===== src/rtl/fetch_stage.sv =====
// fetch_stage: variable-length (1/2 word) fetch into IF/ID; ports clk, rst, stall, branch_taken/target in; imem_* bus; ifid_* out
module fetch_stage #(
  parameter logic [31:0] RESET_PC = 32'd32
) (
  input  logic        clk,
  input  logic        rst,
  input  logic        stall,
  input  logic        branch_taken,
  input  logic [31:0] branch_target,
  output logic [31:0] imem_addr,
  output logic        imem_cs,
  output logic        imem_read,
  output logic        imem_write,
  input  logic [15:0] imem_data,
  output logic        ifid_valid,
  output logic [15:0] ifid_instr,
  output logic [15:0] ifid_imm,
  output logic [31:0] ifid_pc,
  output logic [31:0] ifid_next_pc
);
  typedef enum logic {FETCH_OP, FETCH_IMM} state_t;
  state_t      r_state;
  logic [31:0] r_pc;
  logic [31:0] r_op_pc;
  logic [15:0] r_op_hold;
  logic [31:0] w_pc_inc;
  assign w_pc_inc   = r_pc + 32'd1;
  assign imem_addr  = r_pc;
  assign imem_cs    = ~rst;
  assign imem_read  = ~rst;
  assign imem_write = 1'b0;
  always_ff @(posedge clk) begin
    if (rst) begin
      r_pc         <= RESET_PC;
      r_state      <= FETCH_OP;
      r_op_hold    <= '0;
      r_op_pc      <= '0;
      ifid_valid   <= 1'b0;
      ifid_instr   <= '0;
      ifid_imm     <= '0;
      ifid_pc      <= '0;
      ifid_next_pc <= '0;
    end else if (branch_taken) begin
      r_pc       <= branch_target;
      r_state    <= FETCH_OP;
      ifid_valid <= 1'b0;
    end else if (!stall) begin
      r_pc <= w_pc_inc;
      if (r_state == FETCH_IMM) begin
        ifid_instr   <= r_op_hold;
        ifid_imm     <= imem_data;
        ifid_pc      <= r_op_pc;
        ifid_next_pc <= w_pc_inc;
        ifid_valid   <= 1'b1;
        r_state      <= FETCH_OP;
      end else if (imem_data[15]) begin
        r_op_hold  <= imem_data;
        r_op_pc    <= r_pc;
        ifid_valid <= 1'b0;
        r_state    <= FETCH_IMM;
      end else begin
        ifid_instr   <= imem_data;
        ifid_imm     <= '0;
        ifid_pc      <= r_pc;
        ifid_next_pc <= w_pc_inc;
        ifid_valid   <= 1'b1;
      end
    end
  end
endmodule

===== config.mk =====
export PLATFORM = sky130hd
export DESIGN_NAME = fetch_stage
export DESIGN_NICKNAME = d
export VERILOG_FILES = /design/src/rtl/fetch_stage.sv
export SDC_FILE = /design/constraint.sdc
export NUM_CORES = 1
export LEC_CHECK = 0
export BUFFER_PORTS_ARGS = -buffer_cell sky130_fd_sc_hd__buf_2
export CAP_MARGIN = 20
export CORE_MARGIN = 2
export CORE_UTILIZATION = 59
export DETAILED_ROUTE_END_ITERATION = 8
export PLACE_DENSITY = 0.86
export RECOVER_POWER = 100
export SETUP_SLACK_MARGIN = 0.05
export SLEW_MARGIN = 20
export SYNTH_ARGS = -nofsm -noshare
export SYNTH_HDL_FRONTEND = slang
export SYNTH_SLANG_ARGS = --single-unit

===== constraint.sdc =====
create_clock -name clk -period 4.4 [get_ports clk]
set_input_delay 0.88 -clock clk [delete_from_list [all_inputs] [get_ports clk]]
set_output_delay 0.88 -clock clk [all_outputs]
set_load 0.05 [all_outputs]

After elaboration in Yosys (flattened, before gate mapping)
Cells that the tools add are included.
W data, S select, Z words.
{"block": "totals", "reg_bits": 178}
{"block": "classes", "bitwise": 4, "add_sub_neg": 1, "n_reduce_logical": 3, "muxes": 14, "eq_ne": 2}
{"operator": "$mux W32", "count": 6}
{"operator": "$mux W16", "count": 4}
{"operator": "$add A32 B1 Y32 const B", "count": 1}
{"operator": "$mux W1", "count": 4}
{"operator": "$ne A2 B1 Y1 const B", "count": 2}
{"operator": "$not A1 Y1", "count": 4}
{"operator": "$reduce_and A4 Y1", "count": 1}
{"operator": "$reduce_and A3 Y1", "count": 1}
{"operator": "$reduce_or A2 Y1", "count": 1}

Logic depth before layout (Yosys ltp)
{"block": "depth", "word_depth": 3, "ltp_mapped": 7, "depth_no_buf": 5}

Worst setup path after synthesis
Ideal clock, no wire load.
{"block": "synth_timing", "path_type": "in2out", "start": "input rst", "end": "output imem_read", "path_buffers": 3, "setup_slack_ns": 1.433, "path_stages": 4, "arrival_ns": 2.087, "cell_sequence": "clkbuf_8 inv_1 clkbuf_1 buf_4"}
{"block": "synth_via", "elab_chain_len": 1}
{"element": "from (decl)", "line": "6", "source": "input logic rst,"}
{"element": "$not A1 Y1"}
{"element": "to (decl)", "line": "12", "source": "output logic imem_read,"}
No other way between the ends.

Worst setup path after layout
{"block": "layout_timing", "start": "input branch_taken", "end": "register r_pc[20] (netlist: imem_addr[20])"}
{"block": "layout_via", "elab_chain_len": 1, "word_cells_on_any_way": 2, "cone_classes": "eq/ne: 1; mux: 1"}
{"element": "from (decl)", "line": "8", "source": "input logic branch_taken,"}
{"element": "$ne A2 B1 Y1 (no source line) or $mux W32 (tied branches)"}
{"element": "to (signal assigned)", "line": "44", "source": "r_pc <= branch_target;"}
{"element": "to (signal assigned)", "line": "48", "source": "r_pc <= w_pc_inc;"}
{"element": "to (decl)", "line": "23", "source": "logic [31:0] r_pc;"}
Several ways; a longest one is shown, not always the timed one.
A chain may end at the register's enable or synchronous reset.

==> results.ini <==
[status]
status=finished, violations left
violations=capacitance limit, slew limit

[sta]
maxSlewHeadroom=-0.300
rsz0062_at_grt=no
drv_slew=196
setup_violations=0
worst_pin_slew_ps=1950
fin_skew_ps=10.8
finalWorstPathRequiredPeriod_ps=3490
finalSetupTns_ps=0
fmax_mhz=286
period_share=0.794
hold_viol=0

[clock_network]
cts_tree=yes
ctsHtreeMaxLevel=4
holdBufCountCts=0
cts.repair.resized=0
numClockSinks=178
clkLatencyLatePin_ps=430
cts.clk_slew.worst_paths_ps=70
cts_buffer_depth=2
post_cts_buffers=0
cts_root_buf=clkbuf_16
cts_buffers=17

[critical_path]
crit_required_ps=4690
critPathCaptureType=flip-flop
path_cells=clkbuf_1 -> clkinv_1 -> buf_4 -> and4_1 -> a2111oi_0
slowest_stage=clkbuf_1
critical_path_class=in -> reg
startpoint_type=primary input
path_max_fanout=34
critPathMaxStageDelay_ps=1070
worstPathArrival_ps=3790
rrSetupSlack_ps=1480

[power_and_ir_drop]
switchingPower_mw=1.18
switching_share=0.303
ir_worst_vdd_mv=0.270
leakage_nw=2.98
combPwrFrac=0.147
intPower_mw=2.71
seqPwrFrac=0.458
power.density_nw_per_um2=416
clock_power_share=0.395

[floorplan]
die_w_um=122
die_y_um=122
start_util=0.600
core_region_area_um2=13800
ios=184
die_area_um2=15000
fp-row-count=43

[routing]
post-route-drc-count=0
post_drt_wl_per_cell_um=17.4
ant_nets=0
vias=7765
dr.first_iter.drc_count=885
dr.pass1.iters=6
viasPerCell=6.05
wl_um=22300

[placement]
hpwl_um=14600
gp_congestion=0.950
dp_cells=1251
portBuffers=182

[synthesis]
syn_area_per_cell_um2=8.38
synthTopCellsByArea=dfxtp_1 43%, a211oi_1 6.3%, nand2_1 6.0%
synth_edf_count=0
synthArstFlopShare=0
ys.flop_type=dfxtp_1
ys_types=66
synth_top_area_share=0.431
synth_area_um2=8270
ys_warn_count=0
yosys.area.top_type=dfxtp_1
ys_seq_area_frac=0.431
synth-seq-cells=178
synthesis.nets=1040
syn_inst=987

[global_routing]
grt.total_usage=0.295
antenna_found_initial=0
grt_pass1_vias=7011
grt_pass1_wl_um=35100
overflow=0
grt_max_degree=95

[cells_and_area]
utilization=0.678
drive_gt1_frac=0.0961
layout_commonest_cell=dfxtp_1
area_growth_pct=12.9
nets=1143
fin_cells=1283
final_cell_mix=178 x dfxtp_1, 133 x clkbuf_1, 132 x nand2_1
n_antenna_cell=0

[job]
cap_viol_max_count=3

[min_path]
hold_class=reg -> reg

-- cell type report --
type                       instances  area, um^2
tap                              180         225
sequential                       178        3560
multi-input combinational        691        4100
timing repair buffer             191         811
inverter                          11        41.3
clock inverter                    12         128
fill                            1207        4440
clock buffer                      20         467
-- final timing paths --
kind / from / end / depth (start not counted)
setup / recovery: branch_taken / imem_addr[20] / 5
hold / removal: ifid_imm[6] / ifid_imm[6] / 2
setup reg to reg: imem_addr[0] / imem_addr[18] / 5
hold reg to reg: ifid_imm[6] / ifid_imm[6] / 2
-- logic make-up (layout without fill, tap and decap cells) --
kind of cell,Yosys count,count (layout),synth area share
simple gates,391,391,0.227
compound gates,227,227,0.183
flops,178,178,0.431
buf+inv,118,234,0.0749
mux,48,48,0.0581
xor+xnor,23,23,0.0244
fa+ha+maj,1,1,0.00151
other cells,1,1,0.000454
-- worst max-delay path, delay by kind of cell --
kind | cells | cell delay, ps
AO/OA/AOI/OAI | 1 | 260
buffers and inverters | 3 | 2410
AND/OR/NAND/NOR | 1 | 210
-- cells in the mapped netlist (all sizes together), types with 11 or more instances --
library cell and instances:
a211oi 69, a21oi 78, a311oi 20, buf 30
clkbuf 76, dfxtp 178, mux2i 48, nand2 133
nand3 33, nand4 17, nor2 115, nor3 15
nor4 16, o21ai 22, o31ai 11, or3 14
or4 19, xnor2 21
-- power by group through the flow --
stage,Clock (mW),Combinational [mW],Sequential (mW)
floorplan,0,0.279,1.98
finish,1.53,0.573,1.78
global placement,0,0.576,1.81
detailed placement,0,0.585,1.81
global route,1.61,0.612,1.79
CTS,1.54,0.587,1.77
-- stage by stage --
| step | setup slack (ps) | hold slack [ps] | total power, mW | area [um^2] |
|---|---|---|---|---|
| 2_1_floorplan | 1430 | 436 | 2.25 | 8270 |
| 3_3_place_gp | 1370 | 438 | 2.38 | 8920 |
| 3_5_place_dp | 1320 | 445 | 2.39 | 8920 |
| 4_1_cts | 1370 | 455 | 3.90 | 9520 |
| 5_1_grt | 723 | 473 | 4.01 | 9340 |
| 6_report | 908 | 454 | 3.89 | 9340 |
-- flip-flops by register name (all words and copies together) (netlist names) --
register / count
ifid_instr: 16
imem_addr: 32
ifid_valid: 1
r_op_hold: 16
r_op_pc: 32
ifid_imm: 16
ifid_pc: 32
ifid_next_pc: 32
r_state: 1
-- metal layers --
layer	vias to the layer above	global-route usage	share of wire
li1	3754	-	-
met1	3577	0.381	0.41
met2	369	0.457	0.46
met3	65	0.0832	0.095
met4	0	0.136	0.032
met5	-	0	0
Note: power is estimated with default switching activity, not from simulation.
